===== src/rtl/keyled_cpu_oci_trace_arb.sv =====
// Trace RAM write-port arbiter: round-robin between instruction and data trace, wrap/stop policy, end-of-test marker flush.
// Optional overflow counter output enabled by defining KEYLED_CPU_OCI_TRACE_OVF_EN.
module keyled_cpu_oci_trace_arb #(
    parameter int          TRACE_AW = 7,
    parameter logic [35:0] MARKER   = 36'hF00000000
) (
    input  logic                clk,
    input  logic                reset,
    input  logic                trc_on,
    input  logic                trc_wrap,
    input  logic                trc_clr,
    input  logic                itr_valid,
    input  logic [35:0]         itr_data,
    output logic                itr_ready,
    input  logic                dct_valid,
    input  logic [29:0]         dct_buffer,
    input  logic [3:0]          dct_count,
    output logic                dct_ready,
    input  logic                test_ending,
    output logic                tw_wr,
    output logic [TRACE_AW-1:0] tw_addr,
    output logic [35:0]         tw_data,
    output logic                trc_wrapped,
    output logic                trc_done
`ifdef KEYLED_CPU_OCI_TRACE_OVF_EN
    ,
    output logic [15:0]         trc_ovf_cnt
`endif
);

    typedef enum logic [2:0] {S_IDLE, S_RUN, S_FULL, S_FLUSH, S_DONE} state_t;

    state_t              state, state_next;
    logic [TRACE_AW-1:0] ptr;
    logic                prio_dct;   // 1 = data trace owns the tie-break
    logic                ptr_last;
    logic                grant_i, grant_d;

    assign ptr_last  = &ptr;
    assign itr_ready = grant_i;
    assign dct_ready = grant_d;

    // NOTE: every output of this block gets a default first, so no path leaves one unassigned and no latch is inferred.
    always_comb begin
        state_next = state;
        grant_i    = 1'b0;
        grant_d    = 1'b0;
        unique case (state)
            S_IDLE:  if (trc_on) state_next = S_RUN;
            S_RUN: begin
                if (test_ending) begin
                    state_next = S_FLUSH;
                end else if (!trc_on) begin
                    state_next = S_IDLE;
                end else begin
                    grant_i = itr_valid && (!dct_valid || !prio_dct);
                    grant_d = dct_valid && (!itr_valid ||  prio_dct);
                    if ((grant_i || grant_d) && ptr_last && !trc_wrap)
                        state_next = S_FULL;
                end
            end
            S_FULL: begin
                if (test_ending)  state_next = S_DONE;
                else if (!trc_on) state_next = S_IDLE;
            end
            S_FLUSH: state_next = S_DONE;
            S_DONE:  if (!trc_on) state_next = S_IDLE;
            default: state_next = S_IDLE;
        endcase
    end

    // NOTE: sequential state uses non-blocking assignments so every register samples pre-edge values.
    always_ff @(posedge clk or posedge reset) begin
        if (reset) state <= S_IDLE;
        else       state <= state_next;
    end

    always_ff @(posedge clk or posedge reset) begin
        if (reset) begin
            ptr         <= '0;
            prio_dct    <= 1'b0;
            tw_wr       <= 1'b0;
            tw_addr     <= '0;
            tw_data     <= '0;
            trc_wrapped <= 1'b0;
            trc_done    <= 1'b0;
        end else begin
            tw_wr    <= 1'b0;
            trc_done <= (state == S_DONE) && trc_on;
            if (state == S_IDLE && trc_clr) begin
                ptr         <= '0;
                trc_wrapped <= 1'b0;
            end
            if (grant_i || grant_d) begin
                tw_wr   <= 1'b1;
                tw_addr <= ptr;
                tw_data <= grant_i ? itr_data : {2'b10, dct_count, dct_buffer};
                ptr     <= ptr + 1'b1;
                if (ptr_last && trc_wrap)
                    trc_wrapped <= 1'b1;
                // Priority only rotates on a real contention.
                if (itr_valid && dct_valid)
                    prio_dct <= grant_i;
            end
            if (state == S_FLUSH) begin
                tw_wr   <= 1'b1;
                tw_addr <= ptr;
                tw_data <= MARKER;
                ptr     <= ptr + 1'b1;
            end
        end
    end

`ifdef KEYLED_CPU_OCI_TRACE_OVF_EN
    always_ff @(posedge clk or posedge reset) begin
        if (reset)
            trc_ovf_cnt <= '0;
        else if (state == S_IDLE && trc_clr)
            trc_ovf_cnt <= '0;
        else if (state == S_FULL && (itr_valid || dct_valid) && trc_ovf_cnt != 16'hFFFF)
            trc_ovf_cnt <= trc_ovf_cnt + 16'd1;
    end
`endif

endmodule

===== config.mk =====
export PLATFORM = sky130hd
export DESIGN_NAME = keyled_cpu_oci_trace_arb
export DESIGN_NICKNAME = d
export VERILOG_FILES = /design/src/rtl/keyled_cpu_oci_trace_arb.sv
export SDC_FILE = /design/constraint.sdc
export NUM_CORES = 1
export LEC_CHECK = 0
export CORE_UTILIZATION = 37
export CTS_CLUSTER_DIAMETER = 80
export DETAILED_ROUTE_END_ITERATION = 12
export PLACE_DENSITY_LB_ADDON = 0.1
export SLEW_MARGIN = 20
export SYNTH_ARGS = -nofsm -noshare
export SYNTH_HDL_FRONTEND = slang
export SYNTH_SLANG_ARGS = --single-unit

===== constraint.sdc =====
create_clock -name clk -period 1.65 [get_ports clk]
set_clock_uncertainty 0.2 [all_clocks]
set_input_delay 0.165 -clock clk [delete_from_list [all_inputs] [get_ports clk]]
set_output_delay 0.165 -clock clk [all_outputs]
set_load 0.02 [all_outputs]

After elaboration in Yosys (flattened, before gate mapping)
Cells that the tools add are included.
{"block": "totals", "latch_bits": 0, "register_bits": 57, "n_memories": 0, "ramBits": 0, "romBits": 0}
{"block": "classes", "n_reduce_logical": 22, "n_addsub": 1, "n_mul": 0, "bitwise_logic": 0, "n_shift": 0, "n_eq_ne": 6, "muxes": 26, "n_div": 0, "order_cmp": 0}
{"cell": "2-to-1 mux 36 bit", "n": 3}
{"cell": "2-to-1 mux 7 bit", "n": 5}
{"cell": "2-to-1 mux 3 bit", "n": 6}
{"cell": "case mux 3 bit (5 select lines)", "n": 1}
{"cell": "2-to-1 mux 1 bit", "n": 11}
{"cell": "logical AND 1 bit", "n": 8}
{"cell": "adder 7 x 1 -> 7 bit (second input constant)", "n": 1}
{"cell": "AND reduction 7 bit", "n": 1}
{"cell": "== test 3 x 2 -> 1 bit (second input constant)", "n": 2}
{"cell": "logical NOT 1 bit", "n": 4}
{"cell": "logical OR 1 bit", "n": 4}
{"cell": "!= test 4 bit (second input constant)", "n": 1}
{"cell": "AND reduction 2 bit", "n": 2}
{"cell": "== test 3 x 1 -> 1 bit (second input constant)", "n": 1}
{"cell": "== test 3 bit (second input constant)", "n": 1}
{"cell": "logical NOT 3 bit", "n": 1}
{"cell": "nonzero test 3 bit", "n": 1}
{"cell": "!= test 2 bit (second input constant)", "n": 1}
{"cell": "nonzero test 2 bit", "n": 1}

Longest topological paths before layout
Gate-level depths: netlist (run 1).
{"block": "depth", "depth_word": 10, "ltp_mapped": 6, "depth_no_buf": 5}

Worst setup path after synthesis (run 1)
OpenSTA, ideal clock, no wires.
{"block": "synth_path", "path_kind": "reg-to-reg", "start": "register ptr[0]", "end": "register state[0]", "setup_time_ps": 127, "setup_slack_ps": -112, "arrival_time_ps": 1434, "synth_period_minus_slack_ps": 1762, "path_stages_with_launch": 6, "path_cell_list": "dfrtp_1 -> ha_1 -> and3_1 -> nand4_1 -> o31a_1 -> or2_2"}
{"block": "synth_via", "elab_chain_cells": 5}
{"item": "start: declaration", "line_no": "34", "rtl": "logic [TRACE_AW-1:0] ptr;"}
{"item": "start signal: assignment", "line_no": "98", "rtl": "ptr <= ptr + 1'b1;"}
{"item": "start signal: assignment", "line_no": "109", "rtl": "ptr <= ptr + 1'b1;"}
{"item": "AND reduction 7 bit", "line_no": "39", "rtl": "assign ptr_last = &ptr;"}
{"item": "logical AND 1 bit (2 in series)", "line_no": "58", "rtl": "if ((grant_i || grant_d) && ptr_last && !trc_wrap)"}
{"item": "!= test 4 bit (no source line)"}
{"item": "AND reduction 2 bit (no source line)"}
{"item": "end signal: assignment", "line_no": "75", "rtl": "else state <= state_next;"}
{"item": "end: declaration", "line_no": "33", "rtl": "state_t state, state_next;"}
No other way between the ends.
A chain may end at the register's enable or synchronous reset.

Worst setup path in the final report (run 1)
{"block": "layout_path", "start": "register state[2]", "end": "register tw_addr[0]"}
{"block": "layout_via", "elab_chain_cells": 4}
{"item": "== test 3 x 1 -> 1 bit", "line_no": "48", "rtl": "unique case (state)"}
{"item": "2-to-1 mux 1 bit", "line_no": "48"}
{"item": "logical OR 1 bit", "line_no": "94", "rtl": "if (grant_i || grant_d) begin"}
{"item": "nonzero test 2 bit (no source line)"}
{"item": "end signal: assignment", "line_no": "96", "rtl": "tw_addr <= ptr;"}
{"item": "end signal: assignment", "line_no": "107", "rtl": "tw_addr <= ptr;"}
{"item": "end: declaration", "line_no": "21", "rtl": "output logic [TRACE_AW-1:0] tw_addr,"}
Several ways; a longest one is shown, not always the timed one.

==> run_results.csv, run 1 <==
group,metric,value,unit
outcome,status,"finished, violations left",
outcome,failing_checks,"negative setup slack",
synth,synth-async-reset-ratio,100.0,%
global_route,gr-usage-all-layers,22.09,%
sta,slew-limit-headroom,79.37,%
placed_design,dp.final_hpwl,4971,um
clock_network,worst_skew_pair.late_latency,0.33,ns
placed_design,placement.cell_area,4247,um2
route,drt_antenna_net_count,0,
pwr,p_leak,0.002633,uW
synth,synth_area,2605,um2
synth,synth.ff_latch_count,57,
min_path,type_of_the_tightest_min_delay_check,"in -> async",
synth,synth.area.top_cells,"sky130_fd_sc_hd__dfrtp_1 55%, sky130_fd_sc_hd__mux2i_1 13%, sky130_fd_sc_hd__nand2_1 8.5%, sky130_fd_sc_hd__o21ai_0 6.5%, sky130_fd_sc_hd__buf_2 1.2%",
clock_network,cts-root-to-sink-buffers,2,
pwr,post_layout_power,7409,uW
sta,slew_violations,0,
sta,timing.final.crit_share,116.2,%
placed_design,portBuffers,125,
finish,syn2layout_area_growth,99.52,%
pwr,vdd_ir_drop_max,0.0007495,V
critical_path,worst-setup-path-type,"reg -> reg",
synth,synth.top_cell.area_share,54.76,%
sta,finalSetupTns,-9.311,ns
sta,finalHoldWorstSlack,0.05562,ns
finish,multi_input_area,1471,um2
global_route,grt_first_pass_wirelength,12300,um
sta,max_slew.worst_pin.slew,0.3095,ns
critical_path,startpoint_type,"flop",
sta,clock.fmax,521.5,MHz
floorplan,floorplan.initialDensity,38.34,%
critical_path,crit_path_max_fanout,7,
synth,synth-edff-count,0,
synth,syn-instance-count,253,
finish,final-seq-area,1426,um2
clock_network,clk_root_buffer_cell,"sky130_fd_sc_hd__clkbuf_8",
pwr,pwr-share-comb,53.9,%
route,vias,2611,
finish,finalNetCount,513,
floorplan,die_footprint,7380,um2
global_route,grt_overflow,0,
finish,nFillCells,463,
pwr,p_clk_share,15.6,%
floorplan,row_count,30,
global_route,antenna_found_initial,0,
clock_network,cts_tree,"done",
synth,synthDistinctLibCells,38,
pwr,cellInternalPower,4572,uW
sta,setup_violations,54,
finish,fin_util,76.50,%
route,vias_per_cell,4.908,
clock_network,worst_setup_hold_path_clk_slew,0.06,ns
floorplan,die_width,85.91,um
finish,final_area,5197,um2
route,postRouteWirelength,8507,um
pwr,switching_share,38.29,%
sta,rsz_0062_raised_after_global_routing,"yes",
synth,synthFlopType,"sky130_fd_sc_hd__dfrtp_1",
synth,ys_warn_count,0,
clock_network,clock_sinks,57,
floorplan,core_area,6794,um2
route,drt-initial-drc-count,70,
finish,insertedDiodeCount,0,
global_route,grt_max_degree,58,
floorplan,top_level_ports,126,
synth,synth_area_per_cell,10.30,um2
critical_path,reg2reg_depth,9,
floorplan,die_height,85.91,um
placed_design,gp_routability_congestion,0.8266,
pwr,power.switching,2837,uW
critical_path,critical_path_arrival,1.94,ns
route,route.detailed.drc,0,
synth,synth_fp_nets,332,
pwr,power-per-cell-area,1426,nW/um2
global_route,first_global_vias,2513,
clock_network,cts.htree.levels,3,
route,avgRoutedWirePerCell,15.99,um
synth,synth_sequential_area_ratio,54.76,%
synth,synth.largest_area_cell,"sky130_fd_sc_hd__dfrtp_1",
sta,hold_violations,0,
critical_path,critical_path_required,1.67,ns
sta,layout_setup_ws,-0.2674,ns
pwr,sequentialPowerShare,30.5,%
critical_path,setup.worst_path.end_class,"flop",
route,drt_first_pass_iters,4,
sta,final.min_clock_period,1.917,ns
finish,post_route_cells_drive_above_1_share,35.55,%
run,drv_cap,0,
clock_network,numCtsBuffers,9,
## path summary, 6_finish.rpt
check	startpoint	endpoint	slack [ns]
setup / recovery	state[2]	tw_addr[0]	-0.27
hold reg to reg	tw_addr[1]	tw_addr[1]	0.27
max in group asynchronous	reset	tw_data[14]	0.93
min in group clk	itr_data[34]	tw_data[34]	0.26
setup reg to reg	state[2]	tw_addr[0]	-0.27
hold / removal	reset	tw_data[20]	0.06
## logic make-up (layout without fill, tap and decap cells)
logic type      Yosys count  after routing  share of synthesized area [%]
compound gates           55             55                          12.63
xor+xnor                  3              3                          1.009
fa+ha+maj                 1              1                         0.4802
buf+inv                  17            200                          2.738
flops                    57             57                          54.76
mux                      35             35                          13.54
simple gates             85             85                          14.84
## worst max-delay path: stages (launching register included)
cell	delay [ns]
sky130_fd_sc_hd__dfrtp_1	0.40
sky130_fd_sc_hd__nor4b_4	0.29
sky130_fd_sc_hd__buf_4	0.18
sky130_fd_sc_hd__buf_6	0.11
sky130_fd_sc_hd__a21oi_4	0.06
sky130_fd_sc_hd__buf_12	0.14
sky130_fd_sc_hd__buf_8	0.13
sky130_fd_sc_hd__clkbuf_16	0.16
sky130_fd_sc_hd__nand2_1	0.06
sky130_fd_sc_hd__nand2_1	0.05
## synthesized netlist by cell type (2+ instances only)
| cell | instances |
|---|---|
| sky130_fd_sc_hd__a21o_1 | 2 |
| sky130_fd_sc_hd__nor3_1 | 2 |
| sky130_fd_sc_hd__nand2_1 | 59 |
| sky130_fd_sc_hd__a31oi_1 | 2 |
| sky130_fd_sc_hd__buf_2 | 6 |
| sky130_fd_sc_hd__or2_2 | 2 |
| sky130_fd_sc_hd__inv_1 | 3 |
| sky130_fd_sc_hd__and3_1 | 2 |
| sky130_fd_sc_hd__xnor2_1 | 2 |
| sky130_fd_sc_hd__a22o_1 | 3 |
| sky130_fd_sc_hd__clkbuf_1 | 7 |
| sky130_fd_sc_hd__a21oi_1 | 4 |
| sky130_fd_sc_hd__mux2i_1 | 33 |
| sky130_fd_sc_hd__o22a_1 | 3 |
| sky130_fd_sc_hd__o21ai_0 | 34 |
| sky130_fd_sc_hd__and2_1 | 2 |
| sky130_fd_sc_hd__nand3_1 | 6 |
| sky130_fd_sc_hd__nor2_1 | 4 |
| sky130_fd_sc_hd__dfrtp_1 | 57 |
| sky130_fd_sc_hd__mux2_2 | 2 |
## final cells by class
cell class	instances	share of cell area [%]
multi-input cells	179	28.31
flip-flops and latches	57	27.44
clock buffers	13	3.250
well taps	96	2.311
inverters	4	0.6018
repair buffers	183	38.08
## repair_timing
action | CTS | global route
setup endpoints to repair | 86 | 66
setup buffers | 11 | 8
gates resized for setup | 110 | 104
hold endpoints to repair | 0 | 0
pin swaps | 17 | 49
hold buffers | 0 | 0
gates cloned | 4 | 6
## power by group through the flow
stage	Sequential (uW)	Combinational, uW	Clock (uW)
floorplan	2720	915	0
global placement	2150	3020	0
detailed placement	2170	3060	0
CTS	2150	3320	1180
global route	2320	4250	1270
finish	2260	3990	1160
## flip-flops by register name (all words and copies together) (netlist names)
register     flops
state            3
prio_dct         1
ptr              7
tw_addr          7
trc_wrapped      1
trc_done         1
tw_data         36
tw_wr            1
## per-stage QoR
step,cells,worst slack [ns]
final,532,-0.2674
after global routing,532,-0.3216
after CTS,521,-0.2224
after detailed placement,493,-0.6274
after global placement,493,-0.6111
after floorplan,253,-0.08748
## metal layers
metal	up-vias	wire length (um)	GRT usage, %
met2	91	4364	35.50
li1	1249	-	-
met3	9	547	8.373
met1	1262	3494	27.49
met5	-	0	0
met4	0	101	7.121
## cells in the final DEF, fill, tap and decap left out, types with 2 or more instances in the layout
| cell | n |
|---|---|
| sky130_fd_sc_hd__a21o_1 | 2 |
| sky130_fd_sc_hd__a21oi_2 | 3 |
| sky130_fd_sc_hd__a22o_1 | 3 |
| sky130_fd_sc_hd__a31oi_1 | 2 |
| sky130_fd_sc_hd__and2_4 | 2 |
| sky130_fd_sc_hd__buf_12 | 7 |
| sky130_fd_sc_hd__buf_16 | 2 |
| sky130_fd_sc_hd__buf_4 | 30 |
| sky130_fd_sc_hd__buf_6 | 12 |
| sky130_fd_sc_hd__buf_8 | 2 |
| sky130_fd_sc_hd__clkbuf_16 | 6 |
| sky130_fd_sc_hd__clkbuf_8 | 12 |
| sky130_fd_sc_hd__clkdlybuf4s50_1 | 77 |
| sky130_fd_sc_hd__dfrtp_1 | 57 |
| sky130_fd_sc_hd__dlygate4sd2_1 | 36 |
| sky130_fd_sc_hd__dlymetal6s2s_1 | 10 |
| sky130_fd_sc_hd__mux2_2 | 2 |
| sky130_fd_sc_hd__mux2i_1 | 32 |
| sky130_fd_sc_hd__nand2_1 | 23 |
| sky130_fd_sc_hd__nand2_2 | 18 |
| sky130_fd_sc_hd__nand2_4 | 17 |
| sky130_fd_sc_hd__nand3_1 | 4 |
| sky130_fd_sc_hd__nand3_4 | 2 |
| sky130_fd_sc_hd__nor2_1 | 3 |
| sky130_fd_sc_hd__nor3_1 | 2 |
| sky130_fd_sc_hd__o21ai_1 | 9 |
| sky130_fd_sc_hd__o21ai_2 | 24 |
| sky130_fd_sc_hd__o22a_1 | 3 |
| sky130_fd_sc_hd__xnor2_1 | 2 |
No activity file was read; power rests on OpenSTA's default activity.
==> inputs of run 2 (changes only) <==
--- a/config.mk
+++ b/config.mk
@@ -5,10 +5,12 @@
 export SDC_FILE = /design/constraint.sdc
 export NUM_CORES = 1
 export LEC_CHECK = 0
-export CORE_UTILIZATION = 37
+export ABC_AREA = 1
+export CORE_UTILIZATION = 45
 export CTS_CLUSTER_DIAMETER = 80
 export DETAILED_ROUTE_END_ITERATION = 12
-export PLACE_DENSITY_LB_ADDON = 0.1
+export DONT_BUFFER_PORTS = 1
+export PLACE_DENSITY = 0.65
 export SLEW_MARGIN = 20
 export SYNTH_ARGS = -nofsm -noshare
 export SYNTH_HDL_FRONTEND = slang
==> run_results.csv, run 2 <==
group,metric,value,unit
outcome,status,"finished, violations left",
outcome,failing_checks,"negative setup slack",
pwr,post_layout_power,5984,uW
clock_network,clock_sinks,57,
sta,setup_violations,1,
route,drt_first_pass_iters,5,
critical_path,critical_path_arrival,1.32,ns
min_path,min_path_cells,4,
critical_path,critical_path_required,1.28,ns
floorplan,top_level_ports,126,
global_route,met2_usage,37.60,%
min_path,timing.hold.worst.start,"trc_on",
synth,synth.top_cell.area_share,48.99,%
sta,layout_setup_ws,-0.03500,ns
synth,synth_common_cells,"79 x sky130_fd_sc_hd__inv_1, 76 x sky130_fd_sc_hd__nand2_1, 57 x sky130_fd_sc_hd__dfrtp_1",
pwr,vdd_ir_drop_max,0.0008171,V
finish,largest_register,"tw_data",
floorplan,core_area,6096,um2
synth,synthDistinctLibCells,26,
floorplan,die_width,82.44,um
global_route,grt-busiest-layer,"met2",
finish,most_used_cells_in_the_layout_excluding_fill_and_tap_cells,"78 x sky130_fd_sc_hd__inv_1, 77 x sky130_fd_sc_hd__dlygate4sd3_1, 75 x sky130_fd_sc_hd__nand2_1, 56 x sky130_fd_sc_hd__dfrtp_1, 38 x sky130_fd_sc_hd__o21ai_0",
finish,final-seq-area,1428,um2
critical_path,crit_path_max_fanout,2,
synth,synth-async-reset-ratio,100.0,%
synth,synth_area,2912,um2
placed_design,dp.final_hpwl,4521,um
critical_path,r2r_end,"tw_data[16]",
pwr,p_leak,0.002047,uW
finish,reg_top3,"tw_data x36, ptr x7, tw_addr x7",
clock_network,worst_skew_pair.late_latency,0.33,ns
sta,max_slew.worst_pin.slew,0.3767,ns
synth,synth_fp_nets,437,
finish,multi_input_area,1105,um2
pwr,p_clk_share,22.4,%
pwr,cellInternalPower,3605,uW
synth,synth_area_per_cell,8.133,um2
critical_path,startpoint_type,"flop",
floorplan,floorplan.initialDensity,47.76,%
global_route,groute.layer.met1.usage,28.16,%
sta,hold_violations,0,
critical_path,setup.worst_path.end_class,"primary output",
global_route,grt_overflow,0,
route,drt-initial-drc-count,112,
min_path,type_of_the_tightest_min_delay_check,"in -> reg",
sta,timing.final.crit_share,102.1,%
critical_path,ff2ff_setup_slack,0.01,ns
synth,synthFlopType,"sky130_fd_sc_hd__dfrtp_1",
finish,insertedDiodeCount,0,
critical_path,rr_startpoint,"state[1]",
global_route,grt_first_pass_wirelength,11570,um
sta,clock.fmax,593.5,MHz
sta,final.min_clock_period,1.685,ns
synth,synth.largest_area_cell,"sky130_fd_sc_hd__dfrtp_1",
run,drv_cap,0,
finish,syn2layout_area_growth,43.92,%
finish,finalNetCount,531,
placed_design,portBuffers,0,
sta,slew_violations,0,
clock_network,clk_root_buffer_cell,"sky130_fd_sc_hd__clkbuf_8",
synth,synth_sequential_area_ratio,48.99,%
synth,synthMostInstantiatedCell,"sky130_fd_sc_hd__inv_1",
route,vias,2732,
finish,post_route_cells_drive_above_1_share,13.35,%
critical_path,reg2reg_depth,8,
synth,synth.area.top_cells,"sky130_fd_sc_hd__dfrtp_1 49%, sky130_fd_sc_hd__inv_1 10%, sky130_fd_sc_hd__nand2_1 9.8%, sky130_fd_sc_hd__o21ai_0 7.0%, sky130_fd_sc_hd__o22ai_1 4.9%",
global_route,antenna_found_initial,0,
clock_network,cts_tree,"done",
pwr,power.switching,2379,uW
finish,nFillCells,479,
global_route,grt_max_degree,58,
clock_network,cts.htree.levels,3,
sta,finalHoldWorstSlack,0.03589,ns
synth,synth.ff_latch_count,57,
synth,syn-instance-count,358,
pwr,power-per-cell-area,1428,nW/um2
floorplan,die_height,82.44,um
floorplan,die_footprint,6796,um2
route,avgRoutedWirePerCell,15.57,um
route,route.detailed.drc,0,
clock_network,cts-root-to-sink-buffers,2,
min_path,whs_endpoint,"trc_wrapped",
route,drt_antenna_net_count,0,
clock_network,worst_setup_hold_path_clk_slew,0.07,ns
sta,rsz_0062_raised_after_global_routing,"yes",
sta,slew-limit-headroom,74.80,%
critical_path,worst-setup-path-type,"reg -> out",
pwr,switching_share,39.76,%
global_route,first_global_vias,2565,
route,vias_per_cell,5.135,
synth,synth-edff-count,0,
floorplan,row_count,28,
clock_network,numCtsBuffers,9,
pwr,sequentialPowerShare,46.4,%
global_route,gr-usage-met3,6.044,%
route,postRouteWirelength,8282,um
finish,layout.cells.most_common,"sky130_fd_sc_hd__inv_1",
synth,ys_warn_count,0,
placed_design,gp_routability_congestion,0.7987,
pwr,pwr-share-comb,31.3,%
global_route,gr-usage-all-layers,23.26,%
finish,largest_reg_flops,36,
==> run 2: changes by cell type after synthesis, sizes merged, moves of 4 or more <==
cell and change:
nand2 +19, o22ai +32, nor2 +21, nand3 +5
clkbuf -4, inv +77, nand4 +7, buf +7
o21ai +7, mux2i -33, a21oi -5
==> run 2: repair_timing <==
item / in CTS / in global routing
gates cloned: 0 / 2
pin swaps: 2 / 3
hold buffers: 76 / 1
buffers inserted: 4 / 1
endpoints found under the setup margin: 2 / 52
hold endpoints to repair: 99 / 1
resized for setup: 1 / 14
==> run 2: metrics by stage <==
stage | instance area (um2) | instances | setup slack [ns] | TNS [ns] | util [%]
2_1_floorplan | 2915 | 358 | 0.01584 | 0 | -
3_3_place_gp | 3070 | 432 | 0.08725 | 0 | 50.37
3_5_place_dp | 3070 | 432 | 0.05211 | 0 | 50.37
4_1_cts | 4070 | 528 | -0.02003 | -0.02003 | 66.77
5_1_grt | 4190 | 532 | -0.09365 | -2.804 | 68.74
6_report | 4190 | 532 | -0.03500 | -0.03500 | 68.74
==> run 2: worst max path at each step <==
stage                  end  cells after the start  startpoint
2_1_floorplan  tw_data[35]                      7    prio_dct
3_3_place_gp   tw_data[33]                      8    state[2]
3_5_place_dp   tw_data[33]                      8    state[2]
4_1_cts          itr_ready                      5    state[1]
5_1_grt          itr_ready                      5    state[1]
6_report         itr_ready                      5    state[1]
==> run 2: per-layer routing <==
metal	wire length (um)	up-vias
met5	0	-
met4	213	0
met3	628	23
met2	4079	125
met1	3360	1260
li1	-	1324
==> run 2: layout make-up <==
| cell class | instances | area share, % |
|---|---|---|
| repair buffers | 99 | 25.02 |
| multi-input cells | 204 | 26.37 |
| inverters | 81 | 7.345 |
| flip-flops and latches | 57 | 34.07 |
| clock buffers | 14 | 4.121 |
| well taps | 75 | 2.239 |
| clock inverters | 2 | 0.8361 |
==> run 2: worst max-delay path, stage by stage, from the launching register on <==
cell                      delay [ns]
sky130_fd_sc_hd__dfrtp_1        0.41
sky130_fd_sc_hd__nor2_2         0.14
sky130_fd_sc_hd__nand2_1        0.09
sky130_fd_sc_hd__nor2_1         0.11
sky130_fd_sc_hd__buf_4          0.14
sky130_fd_sc_hd__buf_12         0.10
==> run 2: cells by family after synthesis <==
kind of cell               Yosys count  share of synthesized area, %
buffers and inverters               97                         14.44
and+or+nand+nor                    124                         18.61
DFF                                 57                         48.99
AOI/OAI and AO/OA                   76                         16.63
xor gates and xnor gates             3                        0.9026
adders and majority gates            1                        0.4297
==> run 2: power groups by stage <==
stage          registers [uW]  logic [uW]  clock network [uW]
2_1_floorplan            2680        1130                   0
3_3_place_gp             2790        1370                   0
3_5_place_dp             2790        1410                   0
4_1_cts                  2760        1650                1360
5_1_grt                  2840        2090                1440
6_report                 2770        1870                1340
